File: config.mk
export PLATFORM = sky130hd
export DESIGN_NAME = axi_test_phase_sequencer_flat
export DESIGN_NICKNAME = d
export VERILOG_FILES = /design/src/rtl/axi_common_defs.sv /design/src/rtl/axi_test_phase_sequencer_if.sv /design/src/rtl/axi_phase_watchdog.sv /design/src/rtl/axi_test_phase_sequencer.sv /design/src/flat_wrapper.sv
export SDC_FILE = /design/constraint.sdc
export NUM_CORES = 1
export LEC_CHECK = 0
export ABC_AREA = 1
export CORE_ASPECT_RATIO = 1.75
export CORE_MARGIN = 3
export CORE_UTILIZATION = 52
export CTS_CLUSTER_SIZE = 25
export DETAILED_ROUTE_END_ITERATION = 7
export GPL_ROUTABILITY_DRIVEN = 1
export PLACE_DENSITY = 0.74
export SLEW_MARGIN = 40
export SYNTH_ARGS = -nofsm -noshare
export SYNTH_HDL_FRONTEND = slang
export SYNTH_HIERARCHICAL = 1
export SYNTH_SLANG_ARGS = --single-unit
File: constraint.sdc
create_clock -name clk -period 2.01 [get_ports clk]
set_clock_uncertainty 0.1 [all_clocks]
set_input_delay 0.402 -clock clk [delete_from_list [all_inputs] [get_ports clk]]
set_output_delay 0.402 -clock clk [all_outputs]
set_load 0.02 [all_outputs]
File: src/rtl/axi_common_defs.sv
// Purpose : shared types and phase indices for the AXI4 byte-access test sequencer.
// Latency : n/a (declarations only).
// Backpressure: n/a.
package axi_common_defs;

    // Sequencer FSM encoding; 3 bits leaves room for future states.
    typedef enum logic [2:0] {
        ST_IDLE   = 3'd0,
        ST_START  = 3'd1,
        ST_WAIT   = 3'd2,
        ST_CLEAR  = 3'd3,
        ST_FINISH = 3'd4,
        ST_ERROR  = 3'd5
    } phase_seq_state_t;

    // Phase slot indices as wired to the phase control modules.
    localparam int PH_WRITE       = 0;
    localparam int PH_READ        = 1;
    localparam int PH_BYTE_VERIFY = 2;

endpackage

File: src/rtl/axi_test_phase_sequencer_if.sv
// Purpose : run-control and phase start/done bundle between sequencer and phase controllers.
// Latency : wires only.
// Backpressure: none; phase_done is the only return path (pulse or level).
// Ports   : master = sequencer side (drives starts/status), slave = environment side.
interface axi_test_phase_sequencer_if #(
    parameter int NUM_PHASES     = 3,
    parameter int TEST_CNT_WIDTH = 16
);
    localparam int PH_W = (NUM_PHASES > 1) ? $clog2(NUM_PHASES) : 1;

    logic                      run_start;
    logic                      abort;
    logic [TEST_CNT_WIDTH-1:0] num_tests;
    logic [NUM_PHASES-1:0]     phase_enable;
    logic [NUM_PHASES-1:0]     phase_done;
    logic [NUM_PHASES-1:0]     phase_start;
    logic                      clear_phase_latches;
    logic                      busy;
    logic [TEST_CNT_WIDTH-1:0] test_index;
    logic [PH_W-1:0]           cur_phase;
    logic                      run_done;
    logic                      run_error;
    logic [PH_W-1:0]           error_phase;

    modport master (
        input  run_start, abort, num_tests, phase_enable, phase_done,
        output phase_start, clear_phase_latches, busy, test_index,
               cur_phase, run_done, run_error, error_phase
    );

    modport slave (
        output run_start, abort, num_tests, phase_enable, phase_done,
        input  phase_start, clear_phase_latches, busy, test_index,
               cur_phase, run_done, run_error, error_phase
    );

endinterface

File: src/rtl/axi_phase_watchdog.sv
// Purpose : cycle counter with clear/enable, flags when LIMIT-1 is reached (LIMIT=0 never expires).
// Latency : count updates one cycle after en_i; expired_o is decoded from the registered count.
// Backpressure: none.
// Ports   : clk, rst (sync, active-high), clr_i (load zero, wins over en_i), en_i (count up), expired_o.
module axi_phase_watchdog #(
    parameter int LIMIT = 100000,
    parameter int CNT_W = 32
) (
    input  logic clk,
    input  logic rst,
    input  logic clr_i,
    input  logic en_i,
    output logic expired_o
);
    localparam logic [CNT_W-1:0] LAST = CNT_W'(LIMIT - 1);

    logic [CNT_W-1:0] cnt_q;
    logic [CNT_W-1:0] cnt_d;

    always_comb begin
        cnt_d = cnt_q;
        if (clr_i) begin
            cnt_d = '0;
        end else if (en_i) begin
            cnt_d = cnt_q + CNT_W'(1);
        end
    end

    always_ff @(posedge clk) begin
        if (rst) begin
            cnt_q <= '0;
        end else begin
            cnt_q <= cnt_d;
        end
    end

    assign expired_o = (LIMIT != 0) && (cnt_q == LAST);

endmodule

File: src/rtl/axi_test_phase_sequencer.sv
// Purpose : steps each test through its enabled phases (start pulse, wait done, clear pulse), with watchdog.
// Latency : run_start -> phase_start next cycle; phase_done -> clear next cycle -> next phase_start after that.
// Backpressure: none; a phase simply holds the sequencer in WAIT until its done bit or the timeout.
// Ports   : clk, rst (sync, active-high), bus (master modport: run control in, phase start/status out).
module axi_test_phase_sequencer
    import axi_common_defs::*;
#(
    parameter int NUM_PHASES     = 3,
    parameter int TEST_CNT_WIDTH = 16,
    parameter int TIMEOUT_CYCLES = 100000,
    parameter int TO_CNT_WIDTH   = 32
) (
    input  logic                        clk,
    input  logic                        rst,
    axi_test_phase_sequencer_if.master  bus
);
    localparam int PH_W = (NUM_PHASES > 1) ? $clog2(NUM_PHASES) : 1;

    phase_seq_state_t          state_q;
    logic [TEST_CNT_WIDTH-1:0] num_tests_q;
    logic [NUM_PHASES-1:0]     phase_en_q;
    logic                      done_lat_q;
    logic [NUM_PHASES-1:0]     phase_start_q;
    logic                      clear_q;
    logic                      busy_q;
    logic [TEST_CNT_WIDTH-1:0] test_index_q;
    logic [PH_W-1:0]           cur_phase_q;
    logic                      run_done_q;
    logic                      run_error_q;
    logic [PH_W-1:0]           error_phase_q;

    logic [PH_W:0]             launch_hit;   // lowest enabled phase of the incoming mask
    logic [PH_W:0]             first_hit;    // lowest enabled phase of the captured mask
    logic [PH_W:0]             next_hit;     // next enabled phase above cur_phase_q
    logic                      cur_done;
    logic                      last_test;
    logic                      wd_expired;

    // Priority search: {found, index} of the lowest set bit of mask at or above 'from'.
    function automatic logic [PH_W:0] find_enabled(input logic [NUM_PHASES-1:0] mask,
                                                   input int from);
        logic [PH_W:0] res;
        res = '0;
        for (int i = NUM_PHASES - 1; i >= 0; i--) begin
            if (mask[i] && (i >= from)) begin
                res = {1'b1, PH_W'(i)};
            end
        end
        return res;
    endfunction

    function automatic logic [NUM_PHASES-1:0] onehot(input logic [PH_W-1:0] idx);
        logic [NUM_PHASES-1:0] v;
        v      = '0;
        v[idx] = 1'b1;
        return v;
    endfunction

    always_comb begin
        launch_hit = find_enabled(bus.phase_enable, 0);
        first_hit  = find_enabled(phase_en_q, 0);
        next_hit   = find_enabled(phase_en_q, int'(cur_phase_q) + 1);
        // Only the current phase's bit counts, so a stale level on another phase is harmless.
        cur_done   = bus.phase_done[cur_phase_q];
        last_test  = (test_index_q == (num_tests_q - TEST_CNT_WIDTH'(1)));
    end

    // Watchdog restarts on every START and only counts while waiting.
    axi_phase_watchdog #(
        .LIMIT (TIMEOUT_CYCLES),
        .CNT_W (TO_CNT_WIDTH)
    ) u_watchdog (
        .clk       (clk),
        .rst       (rst),
        .clr_i     (state_q == ST_START),
        .en_i      (state_q == ST_WAIT),
        .expired_o (wd_expired)
    );

    always_ff @(posedge clk) begin
        if (rst || bus.abort) begin
            state_q       <= ST_IDLE;
            done_lat_q    <= 1'b0;
            phase_start_q <= '0;
            clear_q       <= 1'b0;
            busy_q        <= 1'b0;
            test_index_q  <= '0;
            cur_phase_q   <= '0;
            run_done_q    <= 1'b0;
            run_error_q   <= 1'b0;
            error_phase_q <= '0;
            if (rst) begin
                num_tests_q <= '0;
                phase_en_q  <= '0;
            end
        end else begin
            // Pulsed outputs default low every cycle.
            phase_start_q <= '0;
            clear_q       <= 1'b0;

            if (((state_q == ST_START) || (state_q == ST_WAIT)) && cur_done) begin
                done_lat_q <= 1'b1;
            end

            case (state_q)
                ST_IDLE, ST_FINISH, ST_ERROR: begin
                    if (bus.run_start) begin
                        num_tests_q  <= bus.num_tests;
                        phase_en_q   <= bus.phase_enable;
                        run_done_q   <= 1'b0;
                        run_error_q  <= 1'b0;
                        test_index_q <= '0;
                        if ((bus.num_tests == '0) || !launch_hit[PH_W]) begin
                            state_q    <= ST_FINISH;
                            run_done_q <= 1'b1;
                            busy_q     <= 1'b0;
                        end else begin
                            cur_phase_q   <= launch_hit[PH_W-1:0];
                            phase_start_q <= onehot(launch_hit[PH_W-1:0]);
                            busy_q        <= 1'b1;
                            state_q       <= ST_START;
                        end
                    end
                end

                ST_START: begin
                    // A done coincident with the start pulse completes the phase immediately.
                    if (cur_done) begin
                        clear_q <= 1'b1;
                        state_q <= ST_CLEAR;
                    end else begin
                        state_q <= ST_WAIT;
                    end
                end

                ST_WAIT: begin
                    if (done_lat_q || cur_done) begin
                        clear_q <= 1'b1;
                        state_q <= ST_CLEAR;
                    end else if (wd_expired) begin
                        run_error_q   <= 1'b1;
                        error_phase_q <= cur_phase_q;
                        busy_q        <= 1'b0;
                        state_q       <= ST_ERROR;
                    end
                end

                ST_CLEAR: begin
                    done_lat_q <= 1'b0;
                    if (next_hit[PH_W]) begin
                        cur_phase_q   <= next_hit[PH_W-1:0];
                        phase_start_q <= onehot(next_hit[PH_W-1:0]);
                        state_q       <= ST_START;
                    end else if (last_test) begin
                        run_done_q <= 1'b1;
                        busy_q     <= 1'b0;
                        state_q    <= ST_FINISH;
                    end else begin
                        test_index_q  <= test_index_q + TEST_CNT_WIDTH'(1);
                        cur_phase_q   <= first_hit[PH_W-1:0];
                        phase_start_q <= onehot(first_hit[PH_W-1:0]);
                        state_q       <= ST_START;
                    end
                end

                default: begin
                    state_q <= ST_IDLE;
                    busy_q  <= 1'b0;
                end
            endcase
        end
    end

    assign bus.phase_start         = phase_start_q;
    assign bus.clear_phase_latches = clear_q;
    assign bus.busy                = busy_q;
    assign bus.test_index          = test_index_q;
    assign bus.cur_phase           = cur_phase_q;
    assign bus.run_done            = run_done_q;
    assign bus.run_error           = run_error_q;
    assign bus.error_phase         = error_phase_q;

endmodule

File: src/flat_wrapper.sv
// flat-port wrapper written by rule: the top's interface ports become plain ports
module axi_test_phase_sequencer_flat import axi_common_defs::*;
#(
    parameter int NUM_PHASES     = 3,
    parameter int TEST_CNT_WIDTH = 16,
    parameter int TIMEOUT_CYCLES = 100000,
    parameter int TO_CNT_WIDTH   = 32
)
  (clk, rst, bus_run_start, bus_abort, bus_num_tests, bus_phase_enable, bus_phase_done, bus_phase_start, bus_clear_phase_latches, bus_busy, bus_test_index, bus_cur_phase, bus_run_done, bus_run_error, bus_error_phase);
  axi_test_phase_sequencer_if #(.NUM_PHASES(NUM_PHASES), .TEST_CNT_WIDTH(TEST_CNT_WIDTH)) bus_i ();
  input  logic clk;
  input  logic rst;
  input wire logic [$bits(bus_i.run_start)-1:0] bus_run_start;
  input wire logic [$bits(bus_i.abort)-1:0] bus_abort;
  input wire logic [$bits(bus_i.num_tests)-1:0] bus_num_tests;
  input wire logic [$bits(bus_i.phase_enable)-1:0] bus_phase_enable;
  input wire logic [$bits(bus_i.phase_done)-1:0] bus_phase_done;
  output wire logic [$bits(bus_i.phase_start)-1:0] bus_phase_start;
  output wire logic [$bits(bus_i.clear_phase_latches)-1:0] bus_clear_phase_latches;
  output wire logic [$bits(bus_i.busy)-1:0] bus_busy;
  output wire logic [$bits(bus_i.test_index)-1:0] bus_test_index;
  output wire logic [$bits(bus_i.cur_phase)-1:0] bus_cur_phase;
  output wire logic [$bits(bus_i.run_done)-1:0] bus_run_done;
  output wire logic [$bits(bus_i.run_error)-1:0] bus_run_error;
  output wire logic [$bits(bus_i.error_phase)-1:0] bus_error_phase;
  assign bus_i.run_start = bus_run_start;
  assign bus_i.abort = bus_abort;
  assign bus_i.num_tests = bus_num_tests;
  assign bus_i.phase_enable = bus_phase_enable;
  assign bus_i.phase_done = bus_phase_done;
  assign bus_phase_start = bus_i.phase_start;
  assign bus_clear_phase_latches = bus_i.clear_phase_latches;
  assign bus_busy = bus_i.busy;
  assign bus_test_index = bus_i.test_index;
  assign bus_cur_phase = bus_i.cur_phase;
  assign bus_run_done = bus_i.run_done;
  assign bus_run_error = bus_i.run_error;
  assign bus_error_phase = bus_i.error_phase;
  axi_test_phase_sequencer #(.NUM_PHASES(NUM_PHASES), .TEST_CNT_WIDTH(TEST_CNT_WIDTH), .TIMEOUT_CYCLES(TIMEOUT_CYCLES), .TO_CNT_WIDTH(TO_CNT_WIDTH)) u_core (.clk(clk), .rst(rst), .bus(bus_i));
endmodule
======== Word level (Yosys, flattened, before mapping) ========
Cells that the tools add are included.
cells by class
  eq/ne operators ......................... 17
  $add $sub $neg .......................... 4
  reduce and logical (&&, ||, !) cells .... 29
  bitwise gates (word level) .............. 2
  multiplexer cells ....................... 66
  $lt $le $gt $ge ......................... 10
operators with widths
  operator                                                                       count
  16-bit two-way mux                                                             7
  3-bit two-way mux                                                              20
  32-bit by 1-bit adder with 32-bit output (second input constant)               1
  32-bit by 17-bit == test with 1-bit output (second input constant)             1
  1-bit by 32-bit >= comparator with 1-bit output (first input constant)         1
  2-bit by 32-bit >= comparator with 1-bit output (first input constant)         1
  3-bit by 32-bit >= comparator with 1-bit output (first input constant)         1
  16-bit case mux with 2 select lines                                            1
  1-bit two-way mux                                                              20
  16-bit by 1-bit adder with 16-bit output (second input constant)               1
  16-bit == test                                                                 1
  16-bit zero test                                                               1
  4-bit AND reduction                                                            4
  16-bit by 1-bit subtractor with 16-bit output (second input constant)          1
  2-bit two-way mux                                                              7
  2-bit by 3-bit less-than comparator with 1-bit output (second input constant)  4
  2-bit inequality test (second input constant)                                  6
  3-bit case mux with 4 select lines                                             1
  2-bit nonzero test                                                             4
  1-bit logical AND                                                              7
  1-bit demux with 2-bit select                                                  3
  3-bit by 2-bit == test with 1-bit output (second input constant)               2
  3-bit == test (second input constant)                                          2
  2-bit by 1-bit >= comparator with 1-bit output (second input constant)         3
  19 further kinds                                                               28
word-level totals
  input bits .............................. 26
  flip-flop bits (word level) ............. 82

======== Longest topological paths before layout ========
  word-level depth ........................ 12
  gate-level depth with buffers ........... 18
  depth with buffers taken out ............ 18

======== Cells and area by module ========
Netlist, hierarchy kept.
modules (own cells, without submodules)
  module                    cells each  times used  area each (um2)  sequential area each (um2)
  axi_test_phase_sequencer  523         1           3363.2           1191.1
  axi_phase_watchdog        305         1           1936.9           640.6

======== Least setup slack after synthesis ========
No wires, ideal clock.
  kind .................................... flip-flop to flip-flop
  start ................................... register u_core.state_q[2]
  end ..................................... register u_core.num_tests_q[0] (enable)
  data arrival time ....................... 1.658 ns
  required time ........................... 1.511 ns
  path buffers ............................ 0
  path slack .............................. -0.147 ns
  clock period less this slack ............ 2.157 ns
  cell stages (with the launch flop) ...... 7
  cells stage by stage .................... dfxtp_1 -> inv_1 -> nand2_1 -> nand2_1 -> inv_1 -> nand2_1 -> o21bai_1
on the way
  cells in the longest elaborated chain, start to end .. 4
ends and longest elaborated chain
  item                                              line                             RTL
  start, declared                                   axi_test_phase_sequencer.sv:19   phase_seq_state_t state_q;
  start signal, assigned                            axi_test_phase_sequencer.sv:82   state_q <= ST_IDLE;
  start signal, assigned                            axi_test_phase_sequencer.sv:114  state_q <= ST_FINISH;
  start signal, assigned                            axi_test_phase_sequencer.sv:121  state_q <= ST_START;
  3-bit == test or 3-bit zero test (tied branches)  axi_test_phase_sequencer.sv:105  case (state_q)
  3-bit OR reduction (*)                            axi_test_phase_sequencer.sv:105
  2-bit nonzero test (no source line) (*)           n/a
  3-bit AND reduction (no source line) (*)          n/a
  end signal, assigned                              axi_test_phase_sequencer.sv:108  num_tests_q <= bus.num_tests;
  end, declared                                     axi_test_phase_sequencer.sv:20   logic [TEST_CNT_WIDTH-1:0] num_tests_q;
Mark *: on every way between the ends. The rest lies on a longest branch, timed or not.
A chain may end at the register's enable or synchronous reset.

======== Final worst setup path ========
  start ................................... register u_core.num_tests_q[4]
  end ..................................... register u_core.test_index_q[1], in the netlist u_core/bus.test_index[1]
on the way
  cells in the longest elaborated chain, start to end .. 4
ends and longest elaborated chain
  item                                           line                             RTL
  16-bit by 1-bit subtractor with 16-bit output  axi_test_phase_sequencer.sv:65   last_test = (test_index_q == (num_tests_q - TEST_CNT_WIDTH'(1)));
  16-bit == test                                 axi_test_phase_sequencer.sv:65
  2-bit inequality test (no source line)         n/a
  4-bit AND reduction (no source line)           n/a
  end signal, assigned                           axi_test_phase_sequencer.sv:159  test_index_q <= test_index_q + TEST_CNT_WIDTH'(1);
  end, declared                                  axi_test_phase_sequencer.sv:26   logic [TEST_CNT_WIDTH-1:0] test_index_q;
No other way between the ends.

==> flow_metrics.py <==
metrics = {
    "hold_path": {
        "hold_depth": 2,
        "min_path_type": "reg2reg",
        "min_to": "u_core/bus.run_done$_SDFFE_PP0P_",
        "holdCritStartpoint": "u_core/bus.run_done$_SDFFE_PP0P_",
    },
    "critical_path": {
        "worstPathCellList": "buf_4, xnor2_1, nor2_1, nor2_1, nand2_1, nor2_1, nand2_1, nor2_2, nand3_2, nand2_4, inv_6, o21ai_2, nor2_1",
        "rr_worst_depth": 13,
        "crit_buf_inv": 2,
        "r2r-start": "u_core/num_tests_q[4]$_SDFFCE_PP0P_",
        "rr_endpoint": "u_core/bus.test_index[1]$_SDFFE_PP0P_",
        "critPathKind": "reg2reg",
        "r2r_slack_ns": -0.31,
        "cpPeakStageDelay_ns": 0.44,
        "crit_path_max_fanout": 14,
        "slowest_stage": "edfxtp_1",
        "cp_data_required_time_ns": 2.12,
        "end_kind": "flop",
        "cp.arrival_ns": 2.43,
        "cp_common_cell": "nor2_1",
        "startpoint_type": "flop",
        "cpLargestDelayFamily": "simple AND/OR/NAND/NOR gates",
    },
    "synth": {
        "synthAdderAreaFrac_pct": 0.708,
        "ys_ff_latch": 82,
        "synth_top_family_by_area": "simple AND/OR/NAND/NOR gates",
        "syn_inst": 828,
        "yosysSeqAreaShare_pct": 34.6,
        "syn_area_um2": 5300,
        "async_flop_share_pct": 0,
        "synth_flop_cell": "dfxtp_1",
        "synth.most_common_cell": "nand2_1",
        "synth.area.top_cells": "dfxtp_1, nand2_1, edfxtp_1",
        "muxShareOfSynthArea_pct": 0,
        "yosys_warnings": 6,
        "synth_compound_area_share_pct": 7.27,
        "synth-edff-count": 19,
        "synth.avg_cell_area_um2": 6.40,
        "yosysTopAreaCell": "dfxtp_1",
        "synth_common_cells": "nand2_1, nor2_1, inv_1, dfxtp_1, nand3_1",
        "syn_nets": 857,
        "synth_xor_area_share_pct": 4.46,
        "ys_types": 38,
        "yosysTopAreaCellShare_pct": 23.8,
        "synth-simple-area-share_pct": 42.9,
    },
    "sta": {
        "rsz0062_at_grt": "yes",
        "hold_viol_final": 0,
        "relSlewSlack_pct": 66.6,
        "fin_hold_ws_ns": 0.381,
        "fin_crit_sh_pct": 115,
        "clock.fmax_mhz": 431,
        "slew_violations": 0,
        "worst_slack_ns": -0.311,
        "worst_slew_pin_slew_ns": 0.496,
        "min_period_ns": 2.32,
        "setup_violations": 25,
    },
    "place": {
        "dpl.hpwl_um": 14600,
        "gp_congestion": 1.01,
        "placed_area_um2": 6730,
        "port-buffer-count": 52,
        "dp_slack_ns": -0.307,
    },
    "finish": {
        "final_layout_size_suffix_gt1_share_pct": 22.5,
        "final_area_um2": 7310,
        "n_fill_cell": 818,
        "nets": 1014,
        "final_util_pct": 73.8,
        "area_growth_pct": 37.9,
        "antenna_cells": 0,
    },
    "grt": {
        "grt-ovfl-total": 0,
        "grt_max_degree": 35,
        "grt_pass1_vias": 6096,
        "grt_usage_pct": 34.7,
        "grt_pass1_wl_um": 29800,
        "antenna_found_initial": 0,
    },
    "clock_tree": {
        "clkTransAtPathRegs_ns": 0.06,
        "cts.htree.levels": 3,
        "cts_sinks": 82,
        "cts_buffers": 9,
        "clk_latency_ns": 0.33,
        "clockBufferDepth": 2,
        "cts_tree": "yes",
        "ctsHoldBuffers": 0,
        "root_buffer": "clkbuf_16",
    },
    "detailed_routing": {
        "antenna_left": 0,
        "viasPerCell": 5.52,
        "wirelength_um": 19300,
        "wire_per_inst_um": 17.3,
        "first_pass_iters": 6,
        "via_count": 6150,
        "drc_errors": 0,
        "drt_iter0_drc": 362,
    },
    "floorplan": {
        "fp.dieH_um": 140,
        "dieArea_um2": 11500,
        "start_util_pct": 53.5,
        "pin_count": 53,
        "fp.dieW_um": 82.3,
        "num_rows": 48,
        "core_um2": 9910,
    },
    "outcome": {
        "status": "finished with violations",
        "violations": "negative setup slack",
    },
    "power_and_ir_drop": {
        "internal_power_mw": 3.05,
        "swShare_pct": 26.7,
        "p_clk_share_pct": 39.5,
        "switching_power_mw": 1.11,
        "power.leakage_nw": 3.35,
        "power_frac_seq_pct": 42.5,
        "p_per_area_nw_per_um2": 570,
        "ir_drop_uv": 488,
        "p_comb_share_pct": 18.0,
    },
    "flow_run": {
        "maxCapViolations": 0,
    },
}
[how the worst max path moves through the flow]
stage | start | to | slack [ns] | cells after the start
2_1_floorplan | u_core/num_tests_q[0]$_SDFFCE_PP0P_ | u_core/bus.test_index[10]$_SDFFE_PP0P_ | -0.06 | 16
3_3_place_gp | bus_num_tests[4] | u_core/bus.cur_phase[1]$_SDFFE_PP0P_ | -0.25 | 9
3_5_place_dp | bus_num_tests[5] | u_core/bus.cur_phase[0]$_SDFFE_PP0P_ | -0.31 | 9
4_1_cts | u_core/num_tests_q[0]$_SDFFCE_PP0P_ | u_core/bus.test_index[7]$_SDFFE_PP0P_ | -0.23 | 18
5_1_grt | u_core/num_tests_q[1]$_SDFFCE_PP0P_ | u_core/bus.test_index[1]$_SDFFE_PP0P_ | -0.47 | 15
6_report | u_core/num_tests_q[4]$_SDFFCE_PP0P_ | u_core/bus.test_index[1]$_SDFFE_PP0P_ | -0.31 | 13
[final cells by class]
type	count	area, um^2	share of cell area, %
clock buffers	13	250	3.42
multi-input cells	611	3170	43.4
inverters	124	470	6.44
clock inverters	3	41.3	0.565
flip-flops and latches	82	1840	25.2
repair buffers	157	1380	18.9
well taps	125	156	2.14
[placed cells by master, fill, tap and decap left out, types with 2 or more instances in the layout]
master	n
edfxtp_1	19
inv_1	117
a21oi_1	30
inv_2	4
nor3b_1	2
nor2_2	22
nand2_1	206
a21oi_2	15
nand2_4	9
ha_1	2
o21ai_0	13
clkdlybuf4s50_1	40
nand3_1	50
nand4_1	24
nand3b_1	2
clkinv_1	2
clkbuf_16	10
nor4_1	8
buf_12	4
clkbuf_1	3
buf_6	2
xnor2_1	7
and2_1	2
nor2_1	133
nand2_2	23
dfxtp_1	59
o21ai_1	2
a31oi_1	2
dlymetal6s2s_1	4
o21a_1	2
o21ai_2	2
nand3_2	4
buf_4	98
xor2_1	20
nor3_2	4
dlygate4sd2_1	7
nor2_4	11
nor3_1	8
dfxtp_2	3
[cell families after synthesis]
logic type	after synthesis
buffers and inverters	135
AOI/OAI and AO/OA	69
adders and majority gates	3
and+or+nand+nor	512
DFF	82
xor gates and xnor gates	27
[sequential cells by signal (all words and copies together), names as in the netlist]
signal                          flops
u_core/bus.busy                     1
u_core/bus.clear_phase_latches      1
u_core/bus.cur_phase                2
u_core/bus.error_phase              2
u_core/bus.phase_start              3
u_core/bus.run_done                 1
u_core/bus.run_error                1
u_core/bus.test_index              16
u_core/done_lat_q                   1
u_core/num_tests_q                 16
u_core/phase_en_q                   3
u_core/state_q                      3
u_core/u_watchdog/cnt_q            32
[worst reg2reg max path, delay by kind of cell (launching register included)]
kind,cells,cell delay (ns)
AND/OR/NAND/NOR,9,0.99
buffers and inverters,2,0.26
AO/OA/AOI/OAI,1,0.16
flip-flops,1,0.44
XOR/XNOR,1,0.25
[per-layer routing]
layer	GRT usage, %	wire (um)	share of wire (%)
met1	30.5	5960	31
met2	62.9	10400	54
met3	7.64	1130	5.9
met4	28.1	1750	9.1
met5	0	0	0
[through the flow]
step           TNS [ns]  instances  power, mW
2_1_floorplan    -0.525        828       2.16
3_5_place_dp      -5.17       1093       2.47
6_report          -5.80       1115       4.16
3_3_place_gp      -3.71       1093       2.45
5_1_grt          -10.13       1115       4.33
4_1_cts           -4.31       1112       4.13
[power groups by stage]
stage          Sequential, mW  Combinational, mW  Clock, mW
4_1_cts                  1.77              0.697       1.66
5_1_grt                  1.78              0.813       1.74
6_report                 1.77              0.748       1.64
3_3_place_gp             1.80              0.649          0
2_1_floorplan            1.81              0.349          0
3_5_place_dp             1.81              0.663          0
[timing repair]
item / in CTS / in global routing
gates resized for setup: 36 / 49
pin swaps: 16 / 28
setup endpoints to repair: 38 / 45
cloned: 0 / 1
buffers inserted: 3 / 2
Note: power is estimated with default switching activity, not from simulation.
